`config.mk`:
```
export PLATFORM = sky130hd
export DESIGN_NAME = user_proj_io_ctrl
export DESIGN_NICKNAME = d
export VERILOG_FILES = /design/src/rtl/user_proj_io_ctrl.sv
export SDC_FILE = /design/constraint.sdc
export NUM_CORES = 1
export LEC_CHECK = 0
export CAP_MARGIN = 0
export CORE_MARGIN = 2
export CORE_UTILIZATION = 57
export DETAILED_ROUTE_END_ITERATION = 8
export PLACE_DENSITY = 0.75
export SYNTH_ARGS = -nofsm -noshare
export SYNTH_HDL_FRONTEND = slang
export SYNTH_SLANG_ARGS = --single-unit
```
`constraint.sdc`:
```
create_clock -name wb_clk_i -period 4.4 [get_ports wb_clk_i]
set_clock_uncertainty 0.15 [all_clocks]
set_input_delay 0.88 -clock wb_clk_i [delete_from_list [all_inputs] [get_ports wb_clk_i]]
set_output_delay 0.88 -clock wb_clk_i [all_outputs]
set_load 0.03 [all_outputs]
```
`src/rtl/user_proj_io_ctrl.sv`:
```
// ============================================================================
// Module   : user_proj_io_ctrl
// Brief    : Parametrised multi-channel user-area IO controller. Each pad
//            channel is configured at run time as input, static output,
//            PWM output or rising-edge counter through a valid/ready write
//            port. Counters are read back through a registered read port.
//            Optional macro IO_IN_SYNC_EN selects a two-flop input
//            synchroniser; without it io_in must be synchronous to wb_clk_i.
// Revision : 1.0 - initial release
// ============================================================================
`default_nettype none

module user_proj_io_ctrl #(
    parameter  int NUM_CH = 5,
    parameter  int PWM_W  = 8,
    parameter  int CNT_W  = 16,
    localparam int CH_W   = (NUM_CH > 1) ? $clog2(NUM_CH) : 1
) (
    input  logic              wb_clk_i,
    input  logic              wb_rst_i,
    input  logic              cfg_valid,
    output logic              cfg_ready,
    input  logic [CH_W-1:0]   cfg_ch,
    input  logic [1:0]        cfg_mode,
    input  logic [PWM_W-1:0]  cfg_value,
    input  logic [CH_W-1:0]   rd_ch,
    output logic [CNT_W-1:0]  rd_cnt,
    input  logic [NUM_CH-1:0] io_in,
    output logic [NUM_CH-1:0] io_out,
    output logic [NUM_CH-1:0] io_oeb
);

    localparam logic [1:0]       c_mode_in  = 2'd0;
    localparam logic [1:0]       c_mode_out = 2'd1;
    localparam logic [1:0]       c_mode_pwm = 2'd2;
    localparam logic [1:0]       c_mode_cnt = 2'd3;
    localparam logic [CNT_W-1:0] c_cnt_max  = '1;
    localparam int               c_rd_depth = 1 << CH_W;

    typedef enum logic [0:0] {
        S_IDLE  = 1'b0,
        S_APPLY = 1'b1
    } state_t;

    state_t             r_state;
    logic               r_cfg_ready;
    logic [CH_W-1:0]    r_lat_ch;
    logic [1:0]         r_lat_mode;
    logic [PWM_W-1:0]   r_lat_value;
    logic [PWM_W-1:0]   r_pwm_cnt;
    logic [CNT_W-1:0]   r_rd_cnt;
    logic [CNT_W-1:0]   w_cnt     [NUM_CH];
    logic [CNT_W-1:0]   w_cnt_pad [c_rd_depth];

    assign cfg_ready = r_cfg_ready;
    assign rd_cnt    = r_rd_cnt;

    // Config FSM: accept a write in IDLE, commit it to the channel in APPLY
    always_ff @(posedge wb_clk_i) begin
        if (wb_rst_i) begin
            r_state     <= S_IDLE;
            r_cfg_ready <= 1'b0;
            r_lat_ch    <= '0;
            r_lat_mode  <= '0;
            r_lat_value <= '0;
        end else begin
            case (r_state)
                S_IDLE: begin
                    if (cfg_valid && r_cfg_ready) begin
                        r_lat_ch    <= cfg_ch;
                        r_lat_mode  <= cfg_mode;
                        r_lat_value <= cfg_value;
                        r_state     <= S_APPLY;
                        r_cfg_ready <= 1'b0;
                    end else begin
                        r_cfg_ready <= 1'b1;
                    end
                end
                S_APPLY: begin
                    r_state     <= S_IDLE;
                    r_cfg_ready <= 1'b1;
                end
                default: begin
                    r_state     <= S_IDLE;
                    r_cfg_ready <= 1'b0;
                end
            endcase
        end
    end

    // Shared free-running PWM period counter, wraps naturally at 2^PWM_W
    always_ff @(posedge wb_clk_i) begin
        if (wb_rst_i) begin
            r_pwm_cnt <= '0;
        end else begin
            r_pwm_cnt <= r_pwm_cnt + 1'b1;
        end
    end

    for (genvar i = 0; i < NUM_CH; i++) begin : g_ch
        logic [1:0]       r_mode;
        logic [PWM_W-1:0] r_val;
        logic [CNT_W-1:0] r_cnt;
        logic             r_hist;
        logic             w_level;
        logic             w_rise;
        logic             w_wr;

`ifdef IO_IN_SYNC_EN
        logic r_meta;
        logic r_sync;

        // Two-flop synchroniser followed by a history flop for edge detection
        always_ff @(posedge wb_clk_i) begin
            if (wb_rst_i) begin
                r_meta <= 1'b0;
                r_sync <= 1'b0;
                r_hist <= 1'b0;
            end else begin
                r_meta <= io_in[i];
                r_sync <= r_meta;
                r_hist <= r_sync;
            end
        end

        assign w_level = r_sync;
`else
        logic r_samp;

        // Single sample flop followed by a history flop for edge detection
        always_ff @(posedge wb_clk_i) begin
            if (wb_rst_i) begin
                r_samp <= 1'b0;
                r_hist <= 1'b0;
            end else begin
                r_samp <= io_in[i];
                r_hist <= r_samp;
            end
        end

        assign w_level = r_samp;
`endif

        assign w_rise = w_level & ~r_hist;
        // Out-of-range channel numbers match no channel, so they are dropped
        assign w_wr   = (r_state == S_APPLY) && (r_lat_ch == CH_W'(i));

        // Channel mode/value registers, loaded in the APPLY cycle
        always_ff @(posedge wb_clk_i) begin
            if (wb_rst_i) begin
                r_mode <= c_mode_in;
                r_val  <= '0;
            end else if (w_wr) begin
                r_mode <= r_lat_mode;
                r_val  <= r_lat_value;
            end
        end

        // Saturating edge counter; a config write clears it before any increment
        always_ff @(posedge wb_clk_i) begin
            if (wb_rst_i) begin
                r_cnt <= '0;
            end else if (w_wr) begin
                r_cnt <= '0;
            end else if (w_rise && (r_mode == c_mode_cnt) && (r_cnt != c_cnt_max)) begin
                r_cnt <= r_cnt + 1'b1;
            end
        end

        assign io_oeb[i] = !((r_mode == c_mode_out) || (r_mode == c_mode_pwm));
        assign io_out[i] = (r_mode == c_mode_out) ? r_val[0] :
                           (r_mode == c_mode_pwm) ? (r_pwm_cnt < r_val) : 1'b0;
        assign w_cnt[i]  = r_cnt;
    end

    // Pad the counter array to the full rd_ch range so unused codes read 0
    always_comb begin
        for (int j = 0; j < c_rd_depth; j++) begin
            w_cnt_pad[j] = '0;
        end
        for (int j = 0; j < NUM_CH; j++) begin
            w_cnt_pad[j] = w_cnt[j];
        end
    end

    // Registered counter read-back, one cycle after rd_ch is presented
    always_ff @(posedge wb_clk_i) begin
        if (wb_rst_i) begin
            r_rd_cnt <= '0;
        end else begin
            r_rd_cnt <= w_cnt_pad[rd_ch];
        end
    end

endmodule

`default_nettype wire
```
==> impl_metrics.tcl, run 1 <==
set metrics [dict create \
    outcome "finished, final reports clean" \
    hold_path.class "reg -> reg" \
    antenna_found_initial 0 \
    syn_nets 1084 \
    worstHoldEndpoint "g_ch[0].r_val[7]" \
    end_kind "primary output" \
    yosysWarnings 0 \
    die_x_um 129 \
    htreeDepth 4 \
    synthArstFlopShare 0 \
    holdBufCountCts 0 \
    clock_sinks 179 \
    fin_crit_sh 0.868 \
    synth-seq-area-share 0.404 \
    crit_required_ps 3370 \
    grt_max_degree 68 \
    cts_tree "yes" \
    postSynthAreaPerCell_um2 8.83 \
    p_total_w 0.00333 \
    routedWlPerCell_um 16.9 \
    vias_per_cell 5.84 \
    clkLatencyLatePin_ps 440 \
    powerDensity_mw_per_mm2 331 \
    hpwl_um 14800 \
    synth_edf_count 0 \
    arrival_ps 2790 \
    whs_path_depth 2 \
    postSynthCellCount 1004 \
    dpl_worst_slack_ps 1070 \
    total_leakage_power_nw 3.44 \
    placed_area_mm2 0.00947 \
    via_count 7228 \
    cts_buffer_depth 2 \
    setup_viol 0 \
    design_area_mm2 0.0101 \
    cts_root_buf "clkbuf_16" \
    setup_slack_ps 581 \
    die-area_mm2 0.0166 \
    critPathKind "reg -> out" \
    dr.first_iter.drc_count 562 \
    maxCapViolCount 0 \
    syn_to_final_growth_pct 13.5 \
    hold-worst-slack_ps 306 \
    final_nets 1116 \
    hold_violations 0 \
    finalCriticalPeriod_ps 3820 \
    cts_resized 0 \
    synth_top_flop_cell "dfxtp_1" \
    drive_gt1_frac 0.0734 \
    cts_made_buffers 17 \
    grt_pass1_vias 6774 \
    tightest_slew_ps 1070 \
    place_congestion 0.914 \
    r2r_slack_ps 2100 \
    port_buffers 50 \
    drc 0 \
    postCtsSetupBuffers 0 \
    r2r_start "r_state" \
    critPathLaunchType "flip-flop" \
    n_antenna_cell 0 \
    crit_path_max_fanout 9 \
    core_mm2 0.0152 \
    synth_cell_types 57 \
    clk_pin_slew_worst_paths_ps 70 \
    min_from "g_ch[0].r_val[7]" \
    fin_setup_tns_ps 0 \
    fmax_mhz 262 \
    r2r-end "g_ch[4].r_cnt[3]" \
    drt-total-wl_um 20900 \
    max-slew-margin-rel 0.279 \
    dr.pass1.iters 5 \
    core.rowCount 45 \
    grt_pass1_wl_um 34300 \
    io_pins 51 \
    initial_core_util 0.583 \
    grt_overflow 0 \
    grt_use_total 0.265 \
    fillers 1254 \
    die_h_um 129 \
    ant_nets 0 \
    syn_area_mm2 0.00887 \
    synth_seq_cells 179 \
    rsz0062_at_grt "false" \
    peakVddDrop_mv 0.298 \
    maxSlewViolCount 0 \
    rr_worst_depth 4 \
]
## registers in the layout, summed over array words and instances (netlist names), 5 cells and up
register / count
r_pwm_cnt: 8
g_ch.r_samp: 5
g_ch.r_mode: 10
r_lat_value: 8
g_ch.r_cnt: 80
g_ch.r_val: 40
g_ch.r_hist: 5
rd_cnt: 16
## layout by cell type, fill, tap and decap left out, types with 8 or more instances in the layout
master           count
o21ai_0             17
nor4_2               8
mux4_2              14
dfxtp_1            179
xor2_1              10
nor4_1               9
nor2_1             115
clkdlybuf4s50_1     49
clkbuf_16           17
nor3_1              31
nand4_1             18
ha_1                56
and3_1               8
xnor2_1             54
nand2b_1            11
nand2_1            129
inv_1               58
nand3_1             33
a22o_1              18
a22oi_1             16
a21oi_1             72
nor2b_1             15
## layout make-up
type,instances,area [um^2],share of cell area
repair buffers,55,533,0.0530
multi-input cells,724,4890,0.486
clock buffers,18,439,0.0436
clock inverters,14,159,0.0158
inverters,59,221,0.0220
flip-flops and latches,179,3580,0.356
well taps,188,235,0.0234
## through the flow
step | instances | util
final | 1237 | 0.662
after global routing | 1237 | 0.662
after CTS | 1237 | 0.662
after detailed placement | 1205 | 0.623
after global placement | 1205 | 0.623
after floorplan | 1004 | -
## worst max path at each step
stage / start / to / cells after the start
detailed placement: r_pwm_cnt[3] / io_out[2] / 7
finish: r_pwm_cnt[3] / io_out[2] / 7
global placement: r_pwm_cnt[3] / io_out[2] / 7
CTS: r_pwm_cnt[3] / io_out[2] / 7
floorplan: r_pwm_cnt[3] / io_out[2] / 6
global route: r_pwm_cnt[3] / io_out[2] / 7
## logic make-up after synthesis
group | Yosys count | share of synthesized area
buf+inv | 101 | 0.0442
flops | 179 | 0.404
compound gates | 160 | 0.116
fa+ha+maj | 56 | 0.0790
simple gates | 425 | 0.249
mux | 19 | 0.0449
xor+xnor | 64 | 0.0632
## worst max-delay path, cell delays in order (launching register included)
cell	delay (ps)
dfxtp_1	570
ha_1	320
a211o_1	290
a21oi_1	140
o21ai_0	110
o2111ai_1	120
a22o_1	150
clkdlybuf4s50_1	660
## report_power, final
| part | leakage (nW) | switching [W] | total, W | internal, W |
|---|---|---|---|---|
| sequential | 1.45 | 0.0000268 | 0.00166 | 0.00163 |
| combinational | 1.71 | 0.0000695 | 0.000125 | 0.0000560 |
| clock | 0.289 | 0.000716 | 0.00154 | 0.000825 |
## metal layers
metal | share of wire | GRT usage | wire length (um) | vias to the layer above
met5 | 0 | 0 | 0 | -
met4 | 0.021 | 0.0946 | 430 | 0
met3 | 0.061 | 0.0586 | 1280 | 37
met2 | 0.44 | 0.402 | 9200 | 209
met1 | 0.48 | 0.373 | 10000 | 3391
li1 | - | - | - | 3591
## cells in the mapped netlist (2+ instances only)
cell / count / area [um^2]
and4_1: 3 / 26.3
nand2_1: 129 / 484
xor2_1: 10 / 87.6
or2_0: 2 / 12.5
xnor2_1: 54 / 473
a21oi_1: 72 / 360
nor4b_1: 3 / 26.3
nor4_2: 8 / 100
nand3_1: 33 / 165
mux2i_1: 3 / 30.0
a22oi_1: 16 / 120
o21a_1: 5 / 37.5
inv_1: 58 / 218
nand2b_1: 11 / 68.8
nor3_1: 31 / 155
a311oi_1: 6 / 52.6
a31oi_1: 3 / 18.8
clkbuf_1: 27 / 101
mux4_1: 2 / 52.6
a22o_1: 18 / 158
nor3_2: 3 / 30.0
buf_2: 6 / 30.0
or3_1: 6 / 37.5
nor3b_1: 5 / 37.5
clkbuf_2: 4 / 20.0
mux4_2: 14 / 315
a211oi_1: 4 / 30.0
ha_1: 56 / 701
nand4_2: 2 / 25.0
dfxtp_1: 179 / 3580
nand4_1: 18 / 113
or3_4: 2 / 22.5
buf_1: 5 / 18.8
nand3b_1: 4 / 30.0
nor4_1: 9 / 56.3
and3b_1: 4 / 35.0
o21ai_0: 17 / 85.1
a211o_1: 5 / 43.8
nor4_4: 3 / 63.8
o2111ai_1: 7 / 61.3
nor2_1: 115 / 432
nand4_4: 2 / 42.5
nor2b_1: 15 / 93.8
a2111oi_0: 5 / 43.8
and3_1: 8 / 50.1
(Power assumes the default switching activity.)
==> run 2: changes to the inputs <==
ABC_CLOCK_PERIOD_IN_PS = 4400   (was unset)
==> results of run 2 <==
Final layout, timing and power as in run 1 (identical DEF).
==> run 3: changes to the inputs <==
CORE_UTILIZATION = 55   (was 57)
PLACE_DENSITY = 0.72   (was 0.75)
==> impl_metrics.tcl, run 3 (synthesis results as in run 1) <==
set metrics [dict create \
    outcome "finished, final reports clean" \
    clk_pin_slew_worst_paths_ps 70 \
    die_h_um 131 \
    cts_made_buffers 17 \
    maxSlewViolCount 0 \
    vias_per_cell 5.71 \
    rsz0062_at_grt "false" \
    critPathKind "reg -> out" \
    syn_to_final_growth_pct 14.4 \
    clock_sinks 179 \
    final_nets 1115 \
    crit_chain "ha_1 -> a211o_1 -> a21oi_1 -> o21ai_0 -> o2111ai_1 -> a22o_1 -> clkdlybuf4s50_1" \
    max_stage_delay_ps 670 \
    largest_reg_flops 80 \
    regMostFlops "g_ch.r_cnt" \
    core.rowCount 46 \
    cts_root_buf "clkbuf_16" \
    r2r_slack_ps 2100 \
    postCtsSetupBuffers 0 \
    finalCriticalPeriod_ps 3860 \
    die-area_mm2 0.0172 \
    total_leakage_power_nw 3.47 \
    grt_pass1_vias 6664 \
    antenna_found_initial 0 \
    grt_use_total 0.257 \
    dr.pass1.iters 5 \
    end_kind "primary output" \
    arrival_ps 2830 \
    crit_path_max_fanout 9 \
    io_pins 51 \
    powerDensity_mw_per_mm2 339 \
    cts_tree "yes" \
    core_mm2 0.0158 \
    setup_viol 0 \
    fmax_mhz 259 \
    routedWlPerCell_um 16.6 \
    port_buffers 50 \
    via_count 7219 \
    dr.first_iter.drc_count 614 \
    tightest_slew_ps 1230 \
    fin_util 0.641 \
    drc 0 \
    cts_resized 0 \
    place_congestion 0.895 \
    hpwl_um 15000 \
    critPathSlowestCell "clkdlybuf4s50_1" \
    grt_pass1_wl_um 34100 \
    maxCapViolCount 0 \
    initial_core_util 0.560 \
    hold_violations 0 \
    hold_path.class "reg -> reg" \
    max-slew-margin-rel 0.173 \
    final_cell_mix "dfxtp_1, nand2_1, nor2_1, a21oi_1, inv_1" \
    critPathLaunchType "flip-flop" \
    fin_setup_tns_ps 0 \
    holdBufCountCts 0 \
    grt_max_degree 47 \
    drt-total-wl_um 21000 \
    crit_required_ps 3370 \
    cts_buffer_depth 2 \
    clkLatencyLatePin_ps 430 \
    ant_nets 0 \
    layout_commonest_cell "dfxtp_1" \
    grt_overflow 0 \
    fin_crit_sh 0.876 \
    n_antenna_cell 0 \
    drive_gt1_frac 0.0725 \
    htreeDepth 4 \
    die_x_um 131 \
    peakVddDrop_mv 0.288 \
]
==> run 3: cell count changes in the layout (fill, tap and decap cells not counted), sizes merged <==
| cell | before | now |
|---|---|---|
| buf | 6 | 5 |
| bufinv | 1 | 4 |
| clkbuf | 18 | 19 |
| clkinv | 3 | 7 |
| clkinvlp | 2 | 0 |
| inv | 67 | 61 |
==> run 3: critical path: cells and delay by family (launching register included) <==
family | cells | cell delay, ps
flops | 1 | 620
compound gates | 5 | 780
fa+ha+maj | 1 | 340
buf+inv | 1 | 670
==> run 3: path summary, 6_finish.rpt <==
kind / startpoint / endpoint / cells after the start
setup / recovery: r_pwm_cnt[3] / io_out[2] / 7
hold / removal: g_ch[0].r_val[5] / g_ch[0].r_val[5] / 2
hold reg to reg: g_ch[0].r_val[5] / g_ch[0].r_val[5] / 2
setup reg to reg: r_state / g_ch[4].r_cnt[5] / 4
==> run 3: cell type report <==
class,instances,area (um^2)
Tap cell,216,270
Fill cell,1328,5680
Clock buffer,19,453
Clock inverter,13,198
Timing Repair Buffer,54,526
Sequential cell,179,3580
Inverter,59,221
Multi-Input combinational cell,724,4890
==> run 3: per-stage QoR <==
| step | total power, W | cells | hold WS (ps) | worst slack [ps] | area (um^2) |
|---|---|---|---|---|---|
| 4_1_cts | 0.00346 | 1264 | 307 | 537 | 10100 |
| 3_3_place_gp | 0.00182 | 1232 | 292 | 1090 | 9490 |
| 5_1_grt | 0.00354 | 1264 | 318 | 399 | 10100 |
| 2_1_floorplan | 0.00177 | 1004 | 280 | 1770 | 8870 |
| 3_5_place_dp | 0.00182 | 1232 | 298 | 1030 | 9490 |
| 6_report | 0.00343 | 1264 | 304 | 544 | 10100 |
==> run 3: per-layer routing <==
metal | GRT usage | wire (um) | vias to the layer above
met3 | 0.0456 | 1260 | 28
met2 | 0.395 | 9450 | 213
met5 | 0 | 0 | -
met4 | 0.0682 | 268 | 0
met1 | 0.373 | 10000 | 3399
li1 | - | - | 3579
==> run 3: report_power, final <==
part / leakage (nW) / internal [W] / switching (W)
logic: 1.70 / 0.0000552 / 0.0000692
clock network: 0.320 / 0.000993 / 0.000657
registers: 1.45 / 0.00163 / 0.0000266
total: 3.47 / 0.00268 / 0.000752
